`config.mk`:
```
export PLATFORM = sky130hd
export DESIGN_NAME = conv_sequencer
export DESIGN_NICKNAME = d
export VERILOG_FILES = /design/src/rtl/ctrl_pkg.sv /design/src/rtl/addr_gen.sv /design/src/rtl/conv_sequencer.sv
export SDC_FILE = /design/constraint.sdc
export NUM_CORES = 1
export LEC_CHECK = 0
export ABC_AREA = 1
export ABC_CLOCK_PERIOD_IN_PS = 4500
export BUFFER_PORTS_ARGS = -buffer_cell sky130_fd_sc_hd__buf_4
export CORE_UTILIZATION = 59
export CTS_CLUSTER_DIAMETER = 100
export CTS_CLUSTER_SIZE = 16
export DETAILED_ROUTE_END_ITERATION = 6
export GPL_ROUTABILITY_DRIVEN = 0
export PLACE_DENSITY = 0.92
export SYNTH_ARGS = -nofsm -noshare
export SYNTH_HDL_FRONTEND = slang
export SYNTH_SLANG_ARGS = --single-unit
```
`constraint.sdc`:
```
create_clock -name clk -period 4.5 [get_ports clk]
set_input_delay 0.675 -clock clk [delete_from_list [all_inputs] [get_ports clk]]
set_output_delay 0.675 -clock clk [all_outputs]
set_load 0.01 [all_outputs]
```
`src/rtl/ctrl_pkg.sv`:
```
// ---------------------------------------------------------------------------
// ctrl_pkg
// Shared controller definitions: the 3-bit state encoding driven by the
// convolution controller FSM and decoded by conv_sequencer.
// No ports (package).
// ---------------------------------------------------------------------------
package ctrl_pkg;

   localparam int STATE_W = 3;

   localparam logic [STATE_W-1:0] ST_ALLOC         = 3'b000;
   localparam logic [STATE_W-1:0] ST_LOAD_AND_INIT = 3'b001;
   localparam logic [STATE_W-1:0] ST_CONVOLUTION   = 3'b010;
   localparam logic [STATE_W-1:0] ST_LOAD_RESULT   = 3'b011;
   localparam logic [STATE_W-1:0] ST_LOAD_ERROR    = 3'b100;
   localparam logic [STATE_W-1:0] ST_LOAD_OUTPUT   = 3'b101;
   localparam logic [STATE_W-1:0] ST_LOAD_INPUT    = 3'b110;
   localparam logic [STATE_W-1:0] ST_PC_INCREMENT  = 3'b111;

endpackage

```
`src/rtl/addr_gen.sv`:
```
// ---------------------------------------------------------------------------
// addr_gen
// Address adder: addr = base + offset, wrapping modulo 2^ADDR_W.
// Ports:
//   base   in  ADDR_W  base address
//   offset in  ADDR_W  offset (caller zero-extends narrower indices)
//   addr   out ADDR_W  resulting address
// ---------------------------------------------------------------------------
module addr_gen #(
   parameter int ADDR_W = 10
) (
   input  logic [ADDR_W-1:0] base,
   input  logic [ADDR_W-1:0] offset,
   output logic [ADDR_W-1:0] addr
);

   // Carry out is dropped on purpose: address space wraps.
   assign addr = base + offset;

endmodule

```
`src/rtl/conv_sequencer.sv`:
```
// ---------------------------------------------------------------------------
// conv_sequencer
// Address and control sequencer for a convolution MAC. Holds the layer
// configuration, tracks the (stage, vector) position and the tap counter,
// and produces coefficient / sample addresses plus MAC strobes for the
// externally supplied controller FSM state.
// Ports:
//   clk, rst           clock, async active-low reset
//   en                 clock enable (low: registers hold, strobes low)
//   state              controller FSM state (ctrl_pkg encoding)
//   cfg_load           config write strobe (accepted only in ALLOC)
//   cfg_taps/stages/vectors, cfg_coef_base/data_base   config values
//   vector_pass        last tap of the vector is being accumulated
//   last_stage/last_vector  position flags for the FSM
//   coef_addr/data_addr     MAC operand addresses
//   mac_init/mac_acc        MAC clear / accumulate strobes
//   cfg_err            one-cycle pulse after a rejected config write
// ---------------------------------------------------------------------------
module conv_sequencer
   import ctrl_pkg::*;
#(
   parameter int TAP_W  = 8,
   parameter int STG_W  = 3,
   parameter int VEC_W  = 4,
   parameter int ADDR_W = 10
) (
   input  logic              clk,
   input  logic              rst,
   input  logic              en,
   input  logic [2:0]        state,
   input  logic              cfg_load,
   input  logic [TAP_W-1:0]  cfg_taps,
   input  logic [STG_W-1:0]  cfg_stages,
   input  logic [VEC_W-1:0]  cfg_vectors,
   input  logic [ADDR_W-1:0] cfg_coef_base,
   input  logic [ADDR_W-1:0] cfg_data_base,
   output logic              vector_pass,
   output logic              last_stage,
   output logic              last_vector,
   output logic [ADDR_W-1:0] coef_addr,
   output logic [ADDR_W-1:0] data_addr,
   output logic              mac_init,
   output logic              mac_acc,
   output logic              cfg_err
);

   localparam logic [TAP_W-1:0] TAP_ONE = TAP_W'(1);
   localparam logic [STG_W-1:0] STG_ONE = STG_W'(1);
   localparam logic [VEC_W-1:0] VEC_ONE = VEC_W'(1);

   // configuration
   logic [TAP_W-1:0]  taps_r;
   logic [STG_W-1:0]  stages_r;
   logic [VEC_W-1:0]  vectors_r;
   logic [ADDR_W-1:0] coef_base_r;
   logic [ADDR_W-1:0] data_base_r;

   // position
   logic [TAP_W-1:0]  tap_cnt;
   logic [STG_W-1:0]  stg_idx;
   logic [VEC_W-1:0]  vec_idx;
   logic [ADDR_W-1:0] vec_base;
   logic              cfg_err_q;

   // decode
   logic st_alloc, st_init, st_conv, st_pc;
   logic cfg_accept, cfg_reject;
   logic tap_last;

   assign st_alloc = (state == ST_ALLOC);
   assign st_init  = (state == ST_LOAD_AND_INIT);
   assign st_conv  = (state == ST_CONVOLUTION);
   assign st_pc    = (state == ST_PC_INCREMENT);

   assign cfg_accept = en & cfg_load & st_alloc;
   assign cfg_reject = en & cfg_load & ~st_alloc;

   // taps_r is never zero, so taps_r-1 cannot underflow
   assign tap_last    = (tap_cnt == taps_r - TAP_ONE);
   assign last_stage  = (stg_idx == stages_r - STG_ONE);
   assign last_vector = (vec_idx == vectors_r - VEC_ONE);

   // ------------------------------------------------------------------
   // Address arithmetic
   // ------------------------------------------------------------------
   logic [ADDR_W-1:0] vec_off;
   logic [ADDR_W-1:0] vec_base_nxt;
   logic [ADDR_W-1:0] tap_off;
   logic [ADDR_W-1:0] data_stg_base;

   // Product formed at address width so the wrap is modulo 2^ADDR_W.
   assign vec_off = ADDR_W'(vec_idx) * ADDR_W'(taps_r);

   // INIT presents tap 0 even though the counter clears only at the
   // end of the INIT cycle.
   assign tap_off = st_init ? '0 : ADDR_W'(tap_cnt);

   addr_gen #(.ADDR_W(ADDR_W)) u_vec_base (
      .base   (coef_base_r),
      .offset (vec_off),
      .addr   (vec_base_nxt)
   );

   addr_gen #(.ADDR_W(ADDR_W)) u_coef_addr (
      .base   (vec_base),
      .offset (tap_off),
      .addr   (coef_addr)
   );

   addr_gen #(.ADDR_W(ADDR_W)) u_data_stg (
      .base   (data_base_r),
      .offset (ADDR_W'(stg_idx)),
      .addr   (data_stg_base)
   );

   addr_gen #(.ADDR_W(ADDR_W)) u_data_addr (
      .base   (data_stg_base),
      .offset (tap_off),
      .addr   (data_addr)
   );

   // ------------------------------------------------------------------
   // Configuration registers; a zero count is stored as one.
   // ------------------------------------------------------------------
   always_ff @(posedge clk or negedge rst) begin
      if (!rst) begin
         taps_r      <= TAP_ONE;
         stages_r    <= STG_ONE;
         vectors_r   <= VEC_ONE;
         coef_base_r <= '0;
         data_base_r <= '0;
      end else if (cfg_accept) begin
         taps_r      <= (cfg_taps    == '0) ? TAP_ONE : cfg_taps;
         stages_r    <= (cfg_stages  == '0) ? STG_ONE : cfg_stages;
         vectors_r   <= (cfg_vectors == '0) ? VEC_ONE : cfg_vectors;
         coef_base_r <= cfg_coef_base;
         data_base_r <= cfg_data_base;
      end
   end

   // ------------------------------------------------------------------
   // Vector base: refreshed every enabled ALLOC cycle from the registered
   // config/index, so a config accepted in ALLOC needs one more ALLOC
   // cycle before INIT.
   // ------------------------------------------------------------------
   always_ff @(posedge clk or negedge rst) begin
      if (!rst)
         vec_base <= '0;
      else if (en && st_alloc)
         vec_base <= vec_base_nxt;
   end

   // ------------------------------------------------------------------
   // Tap counter: cleared in INIT, counts in CONVOLUTION, saturating at
   // taps-1 (the "<" also stops it if taps shrank under a larger count).
   // ------------------------------------------------------------------
   always_ff @(posedge clk or negedge rst) begin
      if (!rst)
         tap_cnt <= '0;
      else if (en) begin
         if (st_init)
            tap_cnt <= '0;
         else if (st_conv && (tap_cnt < taps_r - TAP_ONE))
            tap_cnt <= tap_cnt + TAP_ONE;
      end
   end

   // ------------------------------------------------------------------
   // Stage / vector indices: stage is the inner loop.
   // ------------------------------------------------------------------
   always_ff @(posedge clk or negedge rst) begin
      if (!rst) begin
         stg_idx <= '0;
         vec_idx <= '0;
      end else if (cfg_accept) begin
         stg_idx <= '0;
         vec_idx <= '0;
      end else if (en && st_pc) begin
         if (!last_stage)
            stg_idx <= stg_idx + STG_ONE;
         else begin
            stg_idx <= '0;
            vec_idx <= last_vector ? '0 : vec_idx + VEC_ONE;
         end
      end
   end

   // ------------------------------------------------------------------
   // Rejected-write flag. Refreshed every cycle (not held by en) so it is
   // a single-cycle pulse; the output is additionally masked by en.
   // ------------------------------------------------------------------
   always_ff @(posedge clk or negedge rst) begin
      if (!rst)
         cfg_err_q <= 1'b0;
      else
         cfg_err_q <= cfg_reject;
   end

   assign cfg_err     = cfg_err_q & en;
   assign mac_init    = en & st_init;
   assign mac_acc     = en & st_conv;
   assign vector_pass = st_conv & tap_last;

endmodule

```
==> flow_summary_export.csv, run 1 <==
group,metric,value,unit
run_status,outcome,"finished, final reports clean",
global_routing,antenna_found_initial,0,
sta,timing.fmax,256,MHz
route,ant_nets,0,
place,dpl-instance-area,5870,µm²
sta,finalCritPeriodShare,86.7,%
global_routing,grt_util_all_layers,27.4,%
pwr,swShare,45.3,%
pwr,intPower,1.71,mW
pwr,power_frac_comb,55.2,%
sta,skew,0.00608,ns
sta,worst_pin_slew,0.777,ns
logic_synthesis,synth_area_per_cell,7.36,µm²
floorplanning,die-area,9370,µm²
floorplanning,die_w,96.8,µm
worst_setup_path,worstSetupEndpointType,"output pin",
worst_setup_path,r2r_cells,16,
logic_synthesis,ys_async_sr_fraction,100,%
logic_synthesis,synthFlopType,"dfrtp_1",
global_routing,grt_max_degree,62,
route,viasPerCell,5.54,
worst_setup_path,r2r_start,"vec_idx[2]",
worst_hold_path,hp-class,"input pin to async pin",
flow_run,cap_violations,0,
logic_synthesis,synth_edf_count,0,
logic_synthesis,synth_fa_ha_area_share,20.6,%
clocking,cts_tree,"yes",
clocking,clockBufferDepth,2,
route,drtPass1Iterations,5,
floorplanning,start_util,60.8,%
pwr,p_sw,1.41,mW
finish,nets,898,
worst_setup_path,cp-startpoint,"state[2]",
route,dr_total_vias,4964,
worst_setup_path,critPathRequiredTime,3.83,ns
logic_synthesis,synth_area,5300,µm²
sta,holdWs,0.408,ns
floorplanning,ios,68,
logic_synthesis,synth_compound_area_share,6.66,%
pwr,p_clk_share,16.0,%
logic_synthesis,syn-num-nets,835,
worst_setup_path,arrival,3.23,ns
sta,final-hold-violation-count,0,
logic_synthesis,synth_warnings,0,
sta,finalCriticalPeriod,3.90,ns
pwr,p_seq_share,28.8,%
clocking,post-cts-setup-buffers,0,
sta,max-slew-margin-rel,48.2,%
clocking,cts_sinks,61,
place,hpwl,9.53,mm
global_routing,overflow,0,
finish,fin_util,69.5,%
floorplanning,core.rowCount,34,
logic_synthesis,synthXorXnorAreaFrac,5.45,%
logic_synthesis,ys_seq_area_share,28.9,%
pwr,power_leakage,3.60,nW
worst_setup_path,path_max_fanout,15,
logic_synthesis,synth_cells,720,
clocking,htreeDepth,3,
sta,setup_violations,0,
clocking,worstSkewPairLatency,0.35,ns
worst_setup_path,critical_path_class,"input pin to output pin",
route,dr.first_iter.drc_count,270,
pwr,vdd_drop_max,0.291,mV
sta,drv_slew,0,
clocking,root_buffer,"clkbuf_8",
clocking,cts_resized,0,
clocking,clkTransAtPathRegs,0.07,ns
logic_synthesis,muxShareOfSynthArea,0,%
logic_synthesis,synth-seq-cells,61,
route,wirelength,12.5,mm
clocking,cts_hold_buf,0,
finish,drive_gt1_share,12.8,%
finish,diodes,0,
pwr,powerDensity,514,nW/µm²
finish,area_growth,14.4,%
clocking,cts_made_buffers,9,
route,drc,0,
finish,stdcell_area,6060,µm²
logic_synthesis,synth_simple_gate_area_share,27.0,%
logic_synthesis,synthDistinctLibCells,37,
sta,tns,0,ns
global_routing,grt_pass1_wl,20.9,mm
place,portBuffers,67,
floorplanning,die_h,96.8,µm
floorplanning,core_area,8720,µm²
global_routing,grt_pass1_vias,4852,
sta,rsz0062_at_grt,"false",
logic_synthesis,synth_top_family_by_area,"simple AND/OR/NAND/NOR gates",
route,wire_per_inst,14.0,µm
worst_setup_path,start_kind,"input pin",
-- worst paths after layout --
check                                 end  slack [ns]
setup reg to reg              vec_base[9]        0.75
max in group asynchronous     vec_base[2]        3.59
hold / removal             coef_base_r[8]        0.41
hold reg to reg            data_base_r[7]        0.49
min in group clk           data_base_r[7]        0.49
setup / recovery             data_addr[9]        0.60
-- power by group through the flow --
| stage | clock [mW] | combinational, mW | sequential (mW) |
|---|---|---|---|
| 3_5_place_dp | 0 | 1.69 | 0.895 |
| 2_1_floorplan | 0 | 1.18 | 0.813 |
| 4_1_cts | 0.503 | 1.72 | 0.888 |
| 6_report | 0.499 | 1.72 | 0.896 |
| 3_3_place_gp | 0 | 1.58 | 0.887 |
| 5_1_grt | 0.529 | 1.92 | 0.915 |
-- critical path, cell delays in order --
cell     delay, ns
buf_4         0.12
nor2_2        0.14
nand2_1       0.10
inv_1         0.07
buf_4         0.18
nor2_1        0.10
fa_1          0.45
ha_1          0.25
fa_1          0.44
nand3_1       0.11
nand2_1       0.09
nand4_1       0.10
nand3_1       0.09
xor2_1        0.15
buf_4         0.14
-- cell usage after synthesis (4+ instances only) --
| library cell | instances | share of area, % |
|---|---|---|
| xor2_1 | 22 | 3.6 |
| nor2_1 | 35 | 2.5 |
| inv_1 | 135 | 9.6 |
| o21ai_1 | 7 | 0.66 |
| o21ai_0 | 31 | 2.9 |
| clkbuf_1 | 5 | 0.35 |
| nand4_1 | 15 | 1.8 |
| ha_1 | 49 | 12 |
| buf_2 | 10 | 0.94 |
| nand2_1 | 221 | 16 |
| fa_1 | 24 | 9.1 |
| nand3_1 | 40 | 3.8 |
| xnor2_1 | 11 | 1.8 |
| a21oi_1 | 19 | 1.8 |
| dfrtp_1 | 58 | 27 |
| a21o_1 | 4 | 0.57 |
-- registers in the layout, summed over array words and instances, names as in the netlist --
register and count:
vec_base 10, tap_cnt 8, vec_idx 4, data_base_r 10
vectors_r 4, stages_r 3, coef_base_r 10, cfg_err_q 1
stg_idx 3, taps_r 8
-- final cells by class --
class	instances	area, µm²
clock buffers	9	124
clock inverters	7	75.1
fillers	663	2660
inverters	137	514
multi-input cells	505	3170
flip-flops and latches	61	1530
well taps	108	135
repair buffers	69	518
-- cells in the final DEF, fill, tap and decap left out, drive strengths merged, types with 2 or more instances in the layout --
| master | instances |
|---|---|
| nand4 | 15 |
| and3 | 2 |
| xnor2 | 11 |
| dfstp | 3 |
| dfrtp | 58 |
| clkinv | 5 |
| xor2 | 22 |
| nand3 | 40 |
| o21ai | 38 |
| nand3b | 3 |
| ha | 49 |
| a21oi | 19 |
| fa | 24 |
| a21o | 4 |
| nor2 | 37 |
| clkbuf | 9 |
| o21bai | 2 |
| nor3 | 6 |
| inv | 138 |
| buf | 69 |
| nand2 | 226 |
-- cell families after synthesis --
logic type	Yosys count
AOI/OAI and AO/OA	66
xor gates and xnor gates	33
adders and majority gates	73
buffers and inverters	154
DFF	61
and+or+nand+nor	333
-- layer usage --
metal  global-route usage, %  share of wire [%]  routed length [µm]  up-vias
met2                    47.6                 50                6240      201
met5                       0                  0                   0        -
li1                        -                  -                   -     2360
met3                    3.90                5.1                 634       53
met1                    32.3                 41                5080     2350
met4                    16.3                4.6                 571        0
-- metrics by stage --
stage          std cells  setup slack [ns]  power [mW]
6_report             896             0.599        3.12
5_1_grt              896             0.437        3.37
4_1_cts              896             0.638        3.11
3_5_place_dp         880             0.642        2.58
3_3_place_gp         880             0.762        2.47
2_1_floorplan        720             0.941        1.99
Note: power is estimated with default switching activity, not from simulation.
==> run 2, diff against run 1 <==
- BUFFER_PORTS_ARGS: -buffer_cell sky130_fd_sc_hd__buf_4 -> default
- CORE_UTILIZATION: 59 -> 65
- DONT_BUFFER_PORTS: default -> 1
==> run 2 against run 1 <==
  * Sequential power about the same
  * Via count is 8.6% lower
  * Clock skew is 0.0070 ns higher
  * Critical path type unchanged
  * Clock-buffer cell count increased by 3
==> flow_summary_export.csv, run 2 (synthesis results as in run 1) <==
group,metric,value,unit
run_status,outcome,"finished, final reports clean",
place,preCtsSetupSlack,0.955,ns
place,hpwl,9.10,mm
global_routing,antenna_found_initial,0,
clocking,worstSkewPairLatency,0.35,ns
floorplanning,ios,68,
sta,rsz0062_at_grt,"false",
clocking,root_buffer,"clkbuf_8",
floorplanning,die-area,8520,µm²
worst_setup_path,arrival,2.87,ns
route,dr.first_iter.drc_count,249,
sta,setup_violations,0,
worst_setup_path,rrSetupSlack,0.98,ns
floorplanning,core_area,7810,µm²
floorplanning,core.rowCount,32,
finish,fin_util,71.2,%
clocking,htreeDepth,3,
route,wire_per_inst,14.3,µm
clocking,cts_resized,0,
worst_setup_path,r2r_start,"vec_idx[1]",
global_routing,overflow,0,
finish,diodes,0,
route,ant_nets,0,
clocking,post-cts-setup-buffers,0,
route,dr_total_vias,4537,
route,drtPass1Iterations,5,
finish,area_growth,4.82,%
sta,final.setup.worst_slack,0.951,ns
floorplanning,start_util,67.9,%
worst_setup_path,start_kind,"input pin",
clocking,clockBufferDepth,2,
pwr,powerDensity,499,nW/µm²
sta,finalCritPeriodShare,78.9,%
finish,largest_registers,"coef_base_r x10, data_base_r x10, vec_base x10",
route,viasPerCell,5.49,
sta,drv_slew,0,
place,portBuffers,0,
worst_setup_path,path_max_fanout,5,
finish,final_common_cell,"nand2_1",
sta,max-slew-margin-rel,51.9,%
clocking,cts_hold_buf,2,
worst_setup_path,critical_path_class,"input pin to output pin",
worst_setup_path,critPathRequiredTime,3.83,ns
pwr,power_leakage,3.26,nW
global_routing,grt_max_degree,51,
finish,regArea,1530,µm²
finish,multi_input_area,3170,µm²
finish,drive_gt1_share,4.42,%
route,wirelength,11.8,mm
flow_run,cap_violations,0,
sta,finalCriticalPeriod,3.55,ns
pwr,vdd_drop_max,0.249,mV
clocking,cts_made_buffers,9,
clocking,cts_tree,"yes",
floorplanning,die_w,92.3,µm
sta,timing.fmax,282,MHz
worst_setup_path,r2r-end,"vec_base[7]",
finish,n_fill_cell,636,
clocking,clkTransAtPathRegs,0.07,ns
sta,skew,0.0130,ns
global_routing,grt_pass1_wl,20.0,mm
clocking,cts_sinks,61,
finish,final_cell_mix,"221 x nand2_1, 135 x inv_1, 58 x dfrtp_1, 49 x ha_1, 40 x nand3_1",
global_routing,grt_util_all_layers,30.1,%
sta,worst_pin_slew,0.712,ns
floorplanning,die_h,92.3,µm
worst_setup_path,r2r_cells,12,
sta,final-hold-violation-count,0,
finish,nets,834,
worst_setup_path,worstSetupEndpointType,"output pin",
sta,tns,0,ns
global_routing,grt_pass1_vias,4537,
route,drc,0,
worst_hold_path,hp-class,"input pin to async pin",
-- run 2: cell type report --
type	count	share of cell area, %
Sequential cell	61	27.5
Inverter	137	9.26
Multi-Input combinational cell	505	57.0
Clock buffer	12	2.61
Tap cell	102	2.30
Timing Repair Buffer	5	0.811
Clock inverter	4	0.450
-- run 2: report_power, final --
group | switching, mW | internal [mW] | leakage [nW]
sequential | 0.193 | 0.705 | 0.765
clock | 0.222 | 0.213 | 0.0824
combinational | 0.897 | 0.540 | 2.42
-- run 2: metal layers --
layer	vias up	GRT usage, %	wire [µm]
met5	-	0	0
met4	0	12.8	297
met3	27	5.09	700
met2	150	53.2	5880
met1	2131	36.2	4930
li1	2229	-	-
-- run 2: how the worst max path moves through the flow --
stage / startpoint / end / slack, ns / cells after the start
after detailed placement: state[2] / data_addr[9] / 0.96 / 12
final: state[2] / data_addr[9] / 0.95 / 12
after global placement: state[2] / data_addr[9] / 1.03 / 12
after CTS: state[2] / data_addr[9] / 0.96 / 12
after global routing: vec_idx[3] / vec_base[8] / 0.71 / 14
after floorplan: state[2] / data_addr[9] / 0.94 / 13
-- run 2: critical path: stages --
cell	delay (ns)
nor2_2	0.12
nand2_1	0.11
inv_1	0.15
nor2_1	0.10
fa_1	0.44
ha_1	0.26
fa_1	0.43
nand3_1	0.09
nand2_1	0.09
nand4_1	0.09
nand3_1	0.08
xor2_1	0.24
-- run 2: through the flow --
step | instance area (µm²) | cells | hold WS [ns] | total power [mW]
floorplan | 5300 | 720 | 0.379 | 1.99
global placement | 5360 | 807 | 0.382 | 2.22
detailed placement | 5360 | 807 | 0.381 | 2.32
CTS | 5550 | 825 | 0.0000936 | 2.77
global route | 5560 | 826 | 0.000860 | 3.02
finish | 5560 | 826 | 0.0168 | 2.77
